[config.mk]
export PLATFORM = sky130hd
export DESIGN_NAME = fc_argmax
export DESIGN_NICKNAME = d
export VERILOG_FILES = /design/src/rtl/fc_argmax_pkg.sv /design/src/rtl/float16_greater.sv /design/src/rtl/fc_argmax.sv
export SDC_FILE = /design/constraint.sdc
export NUM_CORES = 1
export LEC_CHECK = 0
export CORE_UTILIZATION = 52
export CTS_BUF_LIST = sky130_fd_sc_hd__clkbuf_16
export CTS_CLUSTER_SIZE = 16
export DETAILED_ROUTE_END_ITERATION = 10
export GPL_ROUTABILITY_DRIVEN = 0
export GPL_TIMING_DRIVEN = 0
export PLACE_DENSITY = 0.87
export SLEW_MARGIN = 40
export SYNTH_ARGS = -nofsm -noshare
export SYNTH_HDL_FRONTEND = slang
export SYNTH_SLANG_ARGS = --single-unit
[constraint.sdc]
create_clock -name clk -period 4.1 [get_ports clk]
set_input_delay 0.82 -clock clk [delete_from_list [all_inputs] [get_ports clk]]
set_output_delay 0.82 -clock clk [all_outputs]
set_load 0.05 [all_outputs]
[src/rtl/fc_argmax_pkg.sv]
// Shared definitions for the FC2 argmax classification stage.
package fc_argmax_pkg;

  localparam int unsigned NUM_CLASSES = 10;
  localparam int unsigned SCORE_W     = 16;
  localparam int unsigned EXP_W       = 5;
  localparam int unsigned MANT_W      = 10;
  localparam int unsigned IDX_W       = 4;
  localparam int unsigned SCORES_W    = NUM_CLASSES * SCORE_W;

  typedef logic [SCORE_W-1:0] score_t;

  typedef enum logic [1:0] {
    IDLE = 2'd0,
    SCAN = 2'd1,
    DONE = 2'd2
  } state_e;

endpackage

[src/rtl/float16_greater.sv]
// Float16 strict "a > b" comparator.
// Ports: a, b - Float16 operands; a_gt_b - high when a orders strictly above b.
// +0 and -0 compare equal; exponent 31 is treated as a plain magnitude (no NaN handling).
module float16_greater
  import fc_argmax_pkg::*;
(
  input  logic [SCORE_W-1:0] a,
  input  logic [SCORE_W-1:0] b,
  output logic               a_gt_b
);

  logic                      a_sign;
  logic                      b_sign;
  logic [EXP_W+MANT_W-1:0]   a_mag;
  logic [EXP_W+MANT_W-1:0]   b_mag;
  logic                      both_zero;

  assign a_sign    = a[SCORE_W-1];
  assign b_sign    = b[SCORE_W-1];
  assign a_mag     = a[EXP_W+MANT_W-1:0];
  assign b_mag     = b[EXP_W+MANT_W-1:0];
  assign both_zero = (a_mag == '0) && (b_mag == '0);

  // Sign-magnitude ordering: negatives invert the magnitude compare.
  always_comb begin
    a_gt_b = 1'b0;
    if (both_zero) begin
      a_gt_b = 1'b0;
    end else if (a_sign != b_sign) begin
      a_gt_b = ~a_sign;
    end else if (!a_sign) begin
      a_gt_b = (a_mag > b_mag);
    end else begin
      a_gt_b = (a_mag < b_mag);
    end
  end

endmodule

[src/rtl/fc_argmax.sv]
// Sequential argmax over the ten FC2 Float16 class scores, one score per cycle.
// Ports: clk, iRst_n (async active-low), ena (sync clear), start (FC2 done level,
//        rising edge launches), scores (packed, score i at [16*i+15 -: 16]),
//        overflow_in; outputs digit, max_score, onehot, valid, busy, overflow.
module fc_argmax
  import fc_argmax_pkg::*;
(
  input  logic                   clk,
  input  logic                   iRst_n,
  input  logic                   ena,
  input  logic                   start,
  input  logic [SCORES_W-1:0]    scores,
  input  logic                   overflow_in,
  output logic [IDX_W-1:0]       digit,
  output logic [SCORE_W-1:0]     max_score,
  output logic [NUM_CLASSES-1:0] onehot,
  output logic                   valid,
  output logic                   busy,
  output logic                   overflow
);

  state_e           state_q, state_nxt;
  logic             start_d_q, start_d_nxt;
  score_t           best_q, best_nxt;
  logic [IDX_W-1:0] best_idx_q, best_idx_nxt;
  logic [IDX_W-1:0] cnt_q, cnt_nxt;
  score_t           score_buf [NUM_CLASSES];

  logic [IDX_W-1:0]       digit_nxt;
  score_t                 max_score_nxt;
  logic [NUM_CLASSES-1:0] onehot_nxt;
  logic                   valid_nxt;
  logic                   busy_nxt;
  logic                   overflow_nxt;

  logic   launch_c;
  logic   load_c;
  score_t cand_c;
  logic   cand_gt_c;

  assign launch_c = start & ~start_d_q & (state_q != SCAN);
  assign cand_c   = score_buf[cnt_q];

  float16_greater u_cmp (
    .a      (cand_c),
    .b      (best_q),
    .a_gt_b (cand_gt_c)
  );

  // State and output registers.
  always_ff @(posedge clk or negedge iRst_n) begin
    if (!iRst_n) begin
      state_q    <= IDLE;
      start_d_q  <= 1'b0;
      best_q     <= '0;
      best_idx_q <= '0;
      cnt_q      <= '0;
      digit      <= '0;
      max_score  <= '0;
      onehot     <= '0;
      valid      <= 1'b0;
      busy       <= 1'b0;
      overflow   <= 1'b0;
    end else begin
      state_q    <= state_nxt;
      start_d_q  <= start_d_nxt;
      best_q     <= best_nxt;
      best_idx_q <= best_idx_nxt;
      cnt_q      <= cnt_nxt;
      digit      <= digit_nxt;
      max_score  <= max_score_nxt;
      onehot     <= onehot_nxt;
      valid      <= valid_nxt;
      busy       <= busy_nxt;
      overflow   <= overflow_nxt;
    end
  end

  // Score snapshot taken at launch so later input changes are ignored.
  always_ff @(posedge clk or negedge iRst_n) begin
    if (!iRst_n) begin
      for (int i = 0; i < int'(NUM_CLASSES); i++) score_buf[i] <= '0;
    end else if (load_c) begin
      for (int i = 0; i < int'(NUM_CLASSES); i++) score_buf[i] <= scores[i*SCORE_W +: SCORE_W];
    end
  end

  // Next-state and output logic.
  always_comb begin
    state_nxt     = state_q;
    start_d_nxt   = start;
    best_nxt      = best_q;
    best_idx_nxt  = best_idx_q;
    cnt_nxt       = cnt_q;
    digit_nxt     = digit;
    max_score_nxt = max_score;
    onehot_nxt    = onehot;
    valid_nxt     = valid;
    busy_nxt      = busy;
    overflow_nxt  = overflow;
    load_c        = 1'b0;

    if (!ena) begin
      state_nxt     = IDLE;
      best_nxt      = '0;
      best_idx_nxt  = '0;
      cnt_nxt       = '0;
      digit_nxt     = '0;
      max_score_nxt = '0;
      onehot_nxt    = '0;
      valid_nxt     = 1'b0;
      busy_nxt      = 1'b0;
      overflow_nxt  = 1'b0;
    end else if (launch_c) begin
      // Score 0 seeds the running maximum; the scan starts at index 1.
      load_c        = 1'b1;
      state_nxt     = SCAN;
      best_nxt      = scores[SCORE_W-1:0];
      best_idx_nxt  = '0;
      cnt_nxt       = IDX_W'(1);
      busy_nxt      = 1'b1;
      valid_nxt     = 1'b0;
      onehot_nxt    = '0;
      overflow_nxt  = overflow_in;
    end else begin
      case (state_q)
        SCAN: begin
          // Strict compare keeps the lowest index on ties.
          if (cand_gt_c) begin
            best_nxt     = cand_c;
            best_idx_nxt = cnt_q;
          end
          cnt_nxt = cnt_q + IDX_W'(1);
          if (cnt_q == IDX_W'(NUM_CLASSES - 1)) state_nxt = DONE;
        end
        DONE: begin
          digit_nxt     = best_idx_q;
          max_score_nxt = best_q;
          onehot_nxt    = NUM_CLASSES'(1) << best_idx_q;
          valid_nxt     = 1'b1;
          busy_nxt      = 1'b0;
        end
        default: begin
          state_nxt = IDLE;
        end
      endcase
    end
  end

endmodule

== After elaboration in Yosys (flattened, before gate mapping) ==
Cells that the tools add are included.

* Register bits after elaboration: 220
* Bits of input ports: 165
* Output and inout bits: 33
* Word-level logic and storage cells: 90

* Add/sub/neg operators: 1
* $lt $le $gt $ge: 3
* Equal/unequal tests: 13
* Shifts and indexed selects: 1
* Multiplexer cells: 40
* Bitwise gates (word level): 5
* Reduce and logical (&&, ||, !) cells: 6

{| class="wikitable"
|+ Operators by type and width
! kind !! count
|-
| $mux W16 || 9
|-
| $bmux W16 S4 || 1
|-
| $mux W4 || 10
|-
| $logic_not A15 Y1 || 2
|-
| $mux W10 || 3
|-
| $gt A15 B15 Y1 || 1
|-
| $lt A15 B15 Y1 || 1
|-
| $mux W1 || 13
|-
| $shl A1 B4 Y10 const A || 1
|-
| $ne A3 B1 Y1 const B || 3
|-
| $mux W2 || 3
|-
| $ne A2 B1 Y1 const B || 3
|-
| $reduce_and A2 Y1 || 3
|-
| $ge A5 B5 Y1 const B || 1
|-
| $not A4 Y5 || 1
|-
| $add A4 B1 Y4 const B || 1
|-
| $eq A4 B4 Y1 const B || 1
|-
| $ne A4 B4 Y1 const B || 1
|-
| $pmux W2 S2 || 1
|-
| $ne A3 B3 Y1 const B || 1
|-
| $and A1 B1 Y1 || 2
|-
| $eq A2 B1 Y1 const B || 1
|-
| $eq A2 B2 Y1 const B || 1
|-
| $ne A2 B2 Y1 const B || 1
|-
| other kinds (3) || 4
|}

== Longest topological paths before layout ==
Gate-level depths: netlist (run 1).

* Depth after elaboration: 12
* Mapped depth: 17
* Gate-level depth less buffers: 12

== Cells and area by module ==
A second synthesis (run 1) with hierarchy kept.

* Cell total of the unflattened synthesis: 774
* Area total of the unflattened synthesis: 10660.2 um2

{| class="wikitable"
|+ By module, submodules not included
! module !! times used !! cells each !! area each (um2) !! seq. area each (um2)
|-
| fc_argmax || 1 || 708 || 10196.0 || 5505.3
|-
| float16_greater || 1 || 66 || 464.2 || 0.0
|}

== Least setup slack after synthesis (run 1) ==
OpenSTA, ideal clock, no wires.

* Path kind: register -> register
* Start: register cnt_q[0]
* End: register best_q[12]
* Setup time: 0.129 ns
* Data arrival time: 3.578 ns
* Data required time: 3.971 ns
* Setup slack: 0.393 ns
* Stages on the path, launching flop included: 17
* Path buffers: 4
* Period minus slack after synthesis: 3.707 ns
* Path through: dfrtp_1 > buf_6 > buf_12 > buf_8 > mux4_2 > nor2_1 > o22ai_1 > ha_1 > nor2b_1 > o21ai_0 > a21oi_1 > a2111oi_0 > o31a_1 > mux2_4 > buf_2 > o31ai_1 > a2bb2oi_2

* Longest elaborated chain between the ends: 10
* Elaborated cells on any way between the ends: 19
* Those cells by class: 2 x order compare; 2 x eq/ne; 10 x mux; 2 x bitwise; 3 x reduce/logical

{| class="wikitable"
|+ RTL lines
! what !! line !! RTL
|-
| start, declared || fc_argmax.sv:26 || <nowiki>logic [IDX_W-1:0] cnt_q, cnt_nxt;</nowiki>
|-
| start signal, assigned || fc_argmax.sv:69 || <nowiki>cnt_q <= cnt_nxt;</nowiki>
|-
| $not A4 Y5 (not written as such) * || fc_argmax.sv:42 || <nowiki>assign cand_c = score_buf[cnt_q];</nowiki>
|-
| $bmux W16 S4 * || fc_argmax.sv:42 ||
|-
| $mux W16 (not written as such) * (2 in a row) || fc_argmax.sv:42 ||
|-
| $gt A15 B15 Y1 or $lt A15 B15 Y1 (tied branches) || float16_greater.sv:32, float16_greater.sv:34 ||
|-
| $mux W1 || float16_greater.sv:31 || <nowiki>end else if (!a_sign) begin</nowiki>
|-
| $mux W1 || float16_greater.sv:29 || <nowiki>end else if (a_sign != b_sign) begin</nowiki>
|-
| $mux W1 || float16_greater.sv:27 || <nowiki>if (both_zero) begin</nowiki>
|-
| $ne A3 B1 Y1 (no source line) || n/a ||
|-
| $reduce_and A2 Y1 (no source line) || n/a ||
|-
| end signal, assigned || fc_argmax.sv:67 || <nowiki>best_q <= best_nxt;</nowiki>
|-
| end, declared || fc_argmax.sv:24 || <nowiki>score_t best_q, best_nxt;</nowiki>
|}

Mark *: on every way between the ends. The rest lies on a longest branch, timed or not. The select of a mux whose other input is x is not followed.
A chain may end at the register's enable or synchronous reset.

== Final worst setup path (run 1) ==
* Start: register cnt_q[0]
* End: register best_q[14]

Same word-level chain as after synthesis.

==> results of run 1 <==
## what timing repair did
item,4_1_cts,5_1_grt
resized for setup,18,22
setup buffers,6,3
endpoints found under the setup margin,20,20
hold endpoints to repair,0,0
pin swaps,2,2
## worst reg2reg max path, cell delays in order (launching register included)
cell and delay [ps]:
dfrtp_1 400, buf_8 130, buf_4 200, buf_6 220, mux2_2 360, o221ai_1 400, o22ai_1 250, ha_1 360
nand4_1 170, a21oi_1 80, a211oi_2 230, o31a_1 210, mux2_4 390, buf_4 220, o31ai_2 320, a2bb2oi_2 80
## cells in the mapped netlist (all sizes together) (16+ instances only)
library cell / number / area (sq um)
a2bb2oi: 16 / 203
clkbuf: 50 / 188
mux4: 19 / 454
o31ai: 16 / 125
buf: 16 / 158
nor2: 24 / 90.1
a22o: 25 / 219
mux2i: 21 / 210
nand2: 504 / 1890
ha: 17 / 213
inv: 20 / 75.1
dfrtp: 220 / 5510
mux2: 26 / 300
## cell type report
cell class,count,area (sq um)
Buffer,66,359
Clock buffer,23,576
Clock inverter,16,144
Fill cell,1280,5760
Inverter,21,78.8
Multi-Input combinational cell,772,4580
Sequential cell,220,5510
Tap cell,265,332
Timing Repair Buffer,209,2130
## kinds of logic after synthesis
kind of cell / count (synthesis)
and+or+nand+nor: 572
DFF: 220
AOI/OAI and AO/OA: 115
buffers and inverters: 87
muxes: 66
adders and majority gates: 18
xor gates and xnor gates: 1
## routing by layer
metal | vias to the layer above | part of all wire (%) | track usage, %
met3 | 206 | 9.1 | 6.41
met4 | 0 | 6.7 | 20.0
met5 | - | 0 | 0
met2 | 614 | 46 | 50.0
met1 | 4404 | 38 | 40.4
li1 | 4079 | - | -
## final timing paths
kind / slack, ps / to / cells past startpoint
worst min register to register: 470 / score_buf[134]$_DFFE_PN0P_ / 2
max in group asynchronous: 2970 / score_buf[51]$_DFFE_PN0P_ / 3
min in group clk: 470 / score_buf[134]$_DFFE_PN0P_ / 2
worst max-delay path: -40 / best_q[14]$_DFFE_PN0P_ / 15
worst min-delay path: 170 / max_score[14]$_DFFE_PN0P_ / 1
worst max register to register: -40 / best_q[14]$_DFFE_PN0P_ / 15
## power groups by stage
stage,logic (mW),clock network (mW),registers (mW)
4_1_cts,1.30,2.03,2.71
3_3_place_gp,1.18,0,2.72
5_1_grt,1.50,2.13,2.75
6_report,1.39,2.04,2.72
2_1_floorplan,0.775,0,2.66
3_5_place_dp,1.24,0,2.74
## flip-flops by register name, summed over array words and instances, names as in the netlist
register and cells:
state_q 2, digit 4, onehot 10, busy 1, score_buf 160, max_score 16, start_d_q 1, valid 1
best_idx_q 4, overflow 1, best_q 16, cnt_q 4
==> out/qor.yml, run 1 <==
outcome: "complete, but fails checks"
synth_xor_area_share_pct: 0.0846
fp.dieH_microns: 143
cp_top_family: "compound AO/OA/AOI/OAI gates"
synth-seq-cells: 220
final_nets: 1494
cts_tree: "yes"
cp-startpoint: "cnt_q[0]$_DFFE_PN0P_"
yosys.area_share.simple_pct: 21.8
grt_pass1_vias: 9242
clockRootBuffer: "clkbuf_16"
hold-worst-slack_ps: 174
worst_pin_slew_ps: 759
synth_compound_area_share_pct: 9.34
setup_viol: 2
antenna_found_initial: 0
combPwrFrac_pct: 22.6
power.switching_mw: 1.80
worst-setup-path-type: "reg -> reg"
routed_wirelength_microns: 32000
n_antenna_cell: 0
synth_top_family_by_area: "simple AND/OR/NAND/NOR gates"
final_common_cell: "nand2_1"
core_sq_um: 19500
p_int_mw: 4.36
rows: 51
wire_per_inst_microns: 20.1
place_inst: 1544
start_util_pct: 53.2
grt_overflow: 0
final_cells: 1592
rr_startpoint: "cnt_q[0]$_DFFE_PN0P_"
drive_gt1_share_pct: 10.5
slew_headroom_pct: 49.4
start_kind: "flip-flop"
area.growth.synth_to_final_pct: 32.4
pre_cts_slack_ps: -364
yosysUniqueCellTypes: 54
cp_slowest_cell: "dfrtp_1"
drv_slew: 0
end_kind: "flip-flop"
fp.dieW_microns: 143
syn_area_per_cell_sq_um: 9.59
routed-via-count: 9303
path_common_cell: "buf_4"
path_clk_slew_ps: 60
postSynthCellCount: 1079
violations: "negative setup slack"
grt_pass1_wl_microns: 48900
setup_tns_ps: -44.8
hold_viol: 0
fin_crit_ps: 4140
fmax_mhz: 242
dieArea_sq_um: 20500
drtPass1Iterations: 7
ys_seq_area_share_pct: 53.2
slowest_delay_ps: 400
cp_num_buf_inv: 4
p_sw_share_pct: 29.2
pwr-share-clk_pct: 33.1
synthArstFlopShare_pct: 100
powerDensity_nw_per_um2: 449
synth.area.mux_share_pct: 9.32
portBuffers: 197
cap_violations: 0
path_max_fanout: 10
synth_edf_count: 0
via_per_inst: 5.84
syn_area_sq_um: 10300
synth_ff_type: "dfrtp_1"
grt_max_degree: 76
ir_worst_vdd_mv: 0.252
ant_nets: 0
clock-sinks: 220
hp-class: "in -> async"
timing.final.crit_share_pct: 101
holdBufCountCts: 0
final_area_sq_um: 13700
final_cell_mix: "504 x nand2_1, 220 x dfrtp_1, 196 x clkdlybuf4s50_1, 46 x clkbuf_1, 26 x inv_1"
finalCoreUtilization_pct: 70.4
ys_warn_count: 0
cts_buffer_depth: 3
synth_fp_nets: 1261
power.leakage_nw: 6.52
finClkSkew_ps: 14.5
sequentialPowerShare_pct: 44.2
worstPathCellList: "buf_8 > buf_4 > buf_6 > mux2_2 > o221ai_1 > o22ai_1 > ha_1 > nand4_1 > a21oi_1 > a211oi_2 > o31a_1 > mux2_4 > buf_4 > o31ai_2 > a2bb2oi_2"
drt_iter0_drc: 986
required_ps: 4490
finalPower_mw: 6.15
post-dp-hpwl_microns: 22900
drc: 0
synthAdderAreaFrac_pct: 2.15
arrival_ps: 4530
ios: 198
grt_usage_pct: 31.8
h-tree-depth: 1
placed_area_sq_um: 12700
setup_slack_ps: -38.9
clk_latency_ps: 510
numCtsBuffers: 22
No activity file was read; power rests on OpenSTA's default activity.
==> run 2, diff against run 1 <==
Settings changed: GPL_ROUTABILITY_DRIVEN 0 to unset.
==> run 2 against run 1 <==
Net effect:
- the flow still finishes with violations (negative setup slack)
- final area up 2.1%
- die area unchanged
- routed wire length up 0.99%
- via count down 0.77%
- sequential share of layout area down 0.83 points
- non-clock buffer count up 9
- register-to-register slack about the same
- global-route usage up 0.073 points
- clock skew up 11 ps
- worst setup slack about the same
==> out/qor.yml, run 2 (synthesis gave the netlist of run 1 again) <==
grt_pass1_vias: 9020  # -2.4%
cp_slowest_cell: "mux4_1"
fp.dieW_microns: 143  # unchanged
routed_wirelength_microns: 32300  # +0.99%
ios: 198  # unchanged
worst-setup-path-type: "reg -> reg"
hold_viol: 0  # unchanged
ant_nets: 0  # unchanged
drt_iter0_drc: 879  # -11%
reg.largest.list: "score_buf (160), best_q (16), max_score (16)"
ir_worst_vdd_mv: 0.284  # +13%
violations: "negative setup slack"
regMostFlops: "score_buf"
gp_congestion: 0.935
h-tree-depth: 1  # unchanged
path_max_fanout: 7  # -3
p_sw_share_pct: 29.3  # +0.080 points
clk_latency_ps: 530  # +20 ps
n_antenna_cell: 0  # unchanged
end_kind: "flip-flop"
ff_latch_area_sq_um: 5510  # unchanged
fp.dieH_microns: 143  # unchanged
sequentialPowerShare_pct: 43.1  # -1.1 points
portBuffers: 197  # unchanged
path_clk_slew_ps: 60  # about the same
cap_violations: 0  # unchanged
powerDensity_nw_per_um2: 452  # +0.66%
start_util_pct: 53.2  # unchanged
combPwrFrac_pct: 23.0  # +0.4 points
power.switching_mw: 1.85  # +3.1%
final_cell_mix: "504 x nand2_1, 220 x dfrtp_1, 196 x clkdlybuf4s50_1, 46 x clkbuf_1, 25 x a22o_1"
cts_buffer_depth: 3  # unchanged
area.growth.synth_to_final_pct: 35.2
start_kind: "flip-flop"
use_met1_pct: 40.9  # +0.47 points
final_common_cell: "nand2_1"
worstPathCellList: "buf_12 > buf_12 > buf_12 > mux4_1 > nor2_1 > o22ai_2 > ha_1 > a21o_1 > nand3_1 > a21oi_1 > a211oi_1 > o31a_1 > mux2_4 > o21ai_4 > clkbuf_16 > a2bb2oi_2"
finClkSkew_ps: 25.1  # +10.5 ps
fin_crit_ps: 4140  # +0.139 ps
setup_slack_ps: -39.1  # -0.139 ps
finalCoreUtilization_pct: 71.9  # +1.5 points
clockRootBuffer: "clkbuf_16"
grt_pass1_wl_microns: 48800  # -0.21%
setup_viol: 9  # +7
hp-class: "in -> async"
numCtsBuffers: 23  # +4.5%
power.leakage_nw: 6.61  # +1.4%
p_int_mw: 4.47  # +2.7%
timing.final.crit_share_pct: 101  # about the same
use_met2_pct: 50.8  # +0.77 points
outcome: "complete, but fails checks"
drv_slew: 0  # unchanged
dieArea_sq_um: 20500  # unchanged
busiest_layer: "met2"
worst_pin_slew_ps: 953  # +194 ps
clock-sinks: 220  # unchanged
pre_cts_slack_ps: -544  # -179 ps
drive_gt1_share_pct: 11.8  # +1.3 points
post-dp-hpwl_microns: 23500  # +2.5%
multi_input_area_sq_um: 4670  # +2.1%
antenna_found_initial: 0  # unchanged
fmax_mhz: 242  # about the same
arrival_ps: 4580  # +50 ps
largest_reg_flops: 160  # unchanged
routed-via-count: 9231  # -0.77%
path_common_cell: "buf_12"
drc: 0  # unchanged
via_per_inst: 5.75  # -1.5%
final_nets: 1504  # +0.67%
slew_headroom_pct: 36.5  # -13 points
cp_num_buf_inv: 4  # unchanged
grt_usage_pct: 31.9  # +0.073 points
slowest_delay_ps: 630  # +230 ps
pwr-share-clk_pct: 33.9  # +0.8 points
grt_overflow: 0  # unchanged
cts_tree: "yes"
fill_cells: 1319  # +3.0%
holdBufCountCts: 0  # unchanged
wire_per_inst_microns: 20.2  # +0.23%
drtPass1Iterations: 5  # -2
grt_max_degree: 71  # -6.6%
core_sq_um: 19500  # unchanged
rows: 51  # unchanged
cp_top_family: "compound AO/OA/AOI/OAI gates"
required_ps: 4540  # +50 ps
met3_usage_pct: 6.17  # -0.23 points
## run 2: stage by stage
| step | area [sq um] | total power, mW | cells | hold slack (ps) | TNS (ps) |
|---|---|---|---|---|---|
| 3_3_place_gp | 12700 | 3.93 | 1541 | 449 | -1464350 |
| 5_1_grt | 14000 | 6.56 | 1604 | 219 | -1020 |
| 4_1_cts | 13600 | 6.16 | 1589 | 203 | 0 |
| 2_1_floorplan | 10300 | 3.44 | 1079 | 437 | 0 |
| 6_report | 14000 | 6.32 | 1604 | 198 | -160 |
| 3_5_place_dp | 12700 | 3.99 | 1544 | 456 | -7930 |
## run 2: repair_timing
item                       4_1_cts  5_1_grt
buffers inserted                 3       14
setup endpoints to repair       20       20
pin swaps                        3        5
gates resized for setup         17       44
cloned                           0        1
## run 2: worst paths after layout
check	slack (ps)	to	depth (start not counted)	from
max in group asynchronous	2970	score_buf[20]$_DFFE_PN0P_	3	iRst_n
setup reg to reg	-40	best_q[6]$_DFFE_PN0P_	16	cnt_q[0]$_DFFE_PN0P_
setup / recovery	-40	best_q[6]$_DFFE_PN0P_	16	cnt_q[0]$_DFFE_PN0P_
hold reg to reg	470	score_buf[22]$_DFFE_PN0P_	2	score_buf[22]$_DFFE_PN0P_
min in group clk	470	score_buf[22]$_DFFE_PN0P_	2	score_buf[22]$_DFFE_PN0P_
hold / removal	200	score_buf[151]$_DFFE_PN0P_	1	iRst_n
## run 2: layout make-up
| class | count | share of cell area, % |
|---|---|---|
| Sequential cell | 220 | 39.4 |
| Multi-Input combinational cell | 772 | 33.4 |
| Timing Repair Buffer | 218 | 16.0 |
| Clock buffer | 23 | 4.11 |
| Buffer | 66 | 2.78 |
| Tap cell | 265 | 2.37 |
| Clock inverter | 19 | 1.39 |
| Inverter | 21 | 0.563 |
## run 2: layer usage
layer  routed length (microns)  vias to the layer above
met2                     15500                      497
met1                     12700                     4516
li1                          -                     4094
met5                         0                        -
met3                      2580                      124
met4                      1650                        0
## run 2: worst register-to-register path: stages, from the launching register on
cell	delay, ps
dfrtp_1	440
buf_12	160
buf_12	140
buf_12	120
mux4_1	630
nor2_1	220
o22ai_2	200
ha_1	340
a21o_1	170
nand3_1	90
a21oi_1	70
a211oi_1	280
o31a_1	240
mux2_4	360
o21ai_4	290
clkbuf_16	210
a2bb2oi_2	140
## run 2: power by group through the flow
stage	registers, mW	logic (mW)	clock network, mW
after global routing	2.75	1.57	2.24
after CTS	2.71	1.31	2.15
final	2.73	1.45	2.14
after global placement	2.73	1.20	0
after floorplan	2.66	0.775	0
after detailed placement	2.74	1.26	0
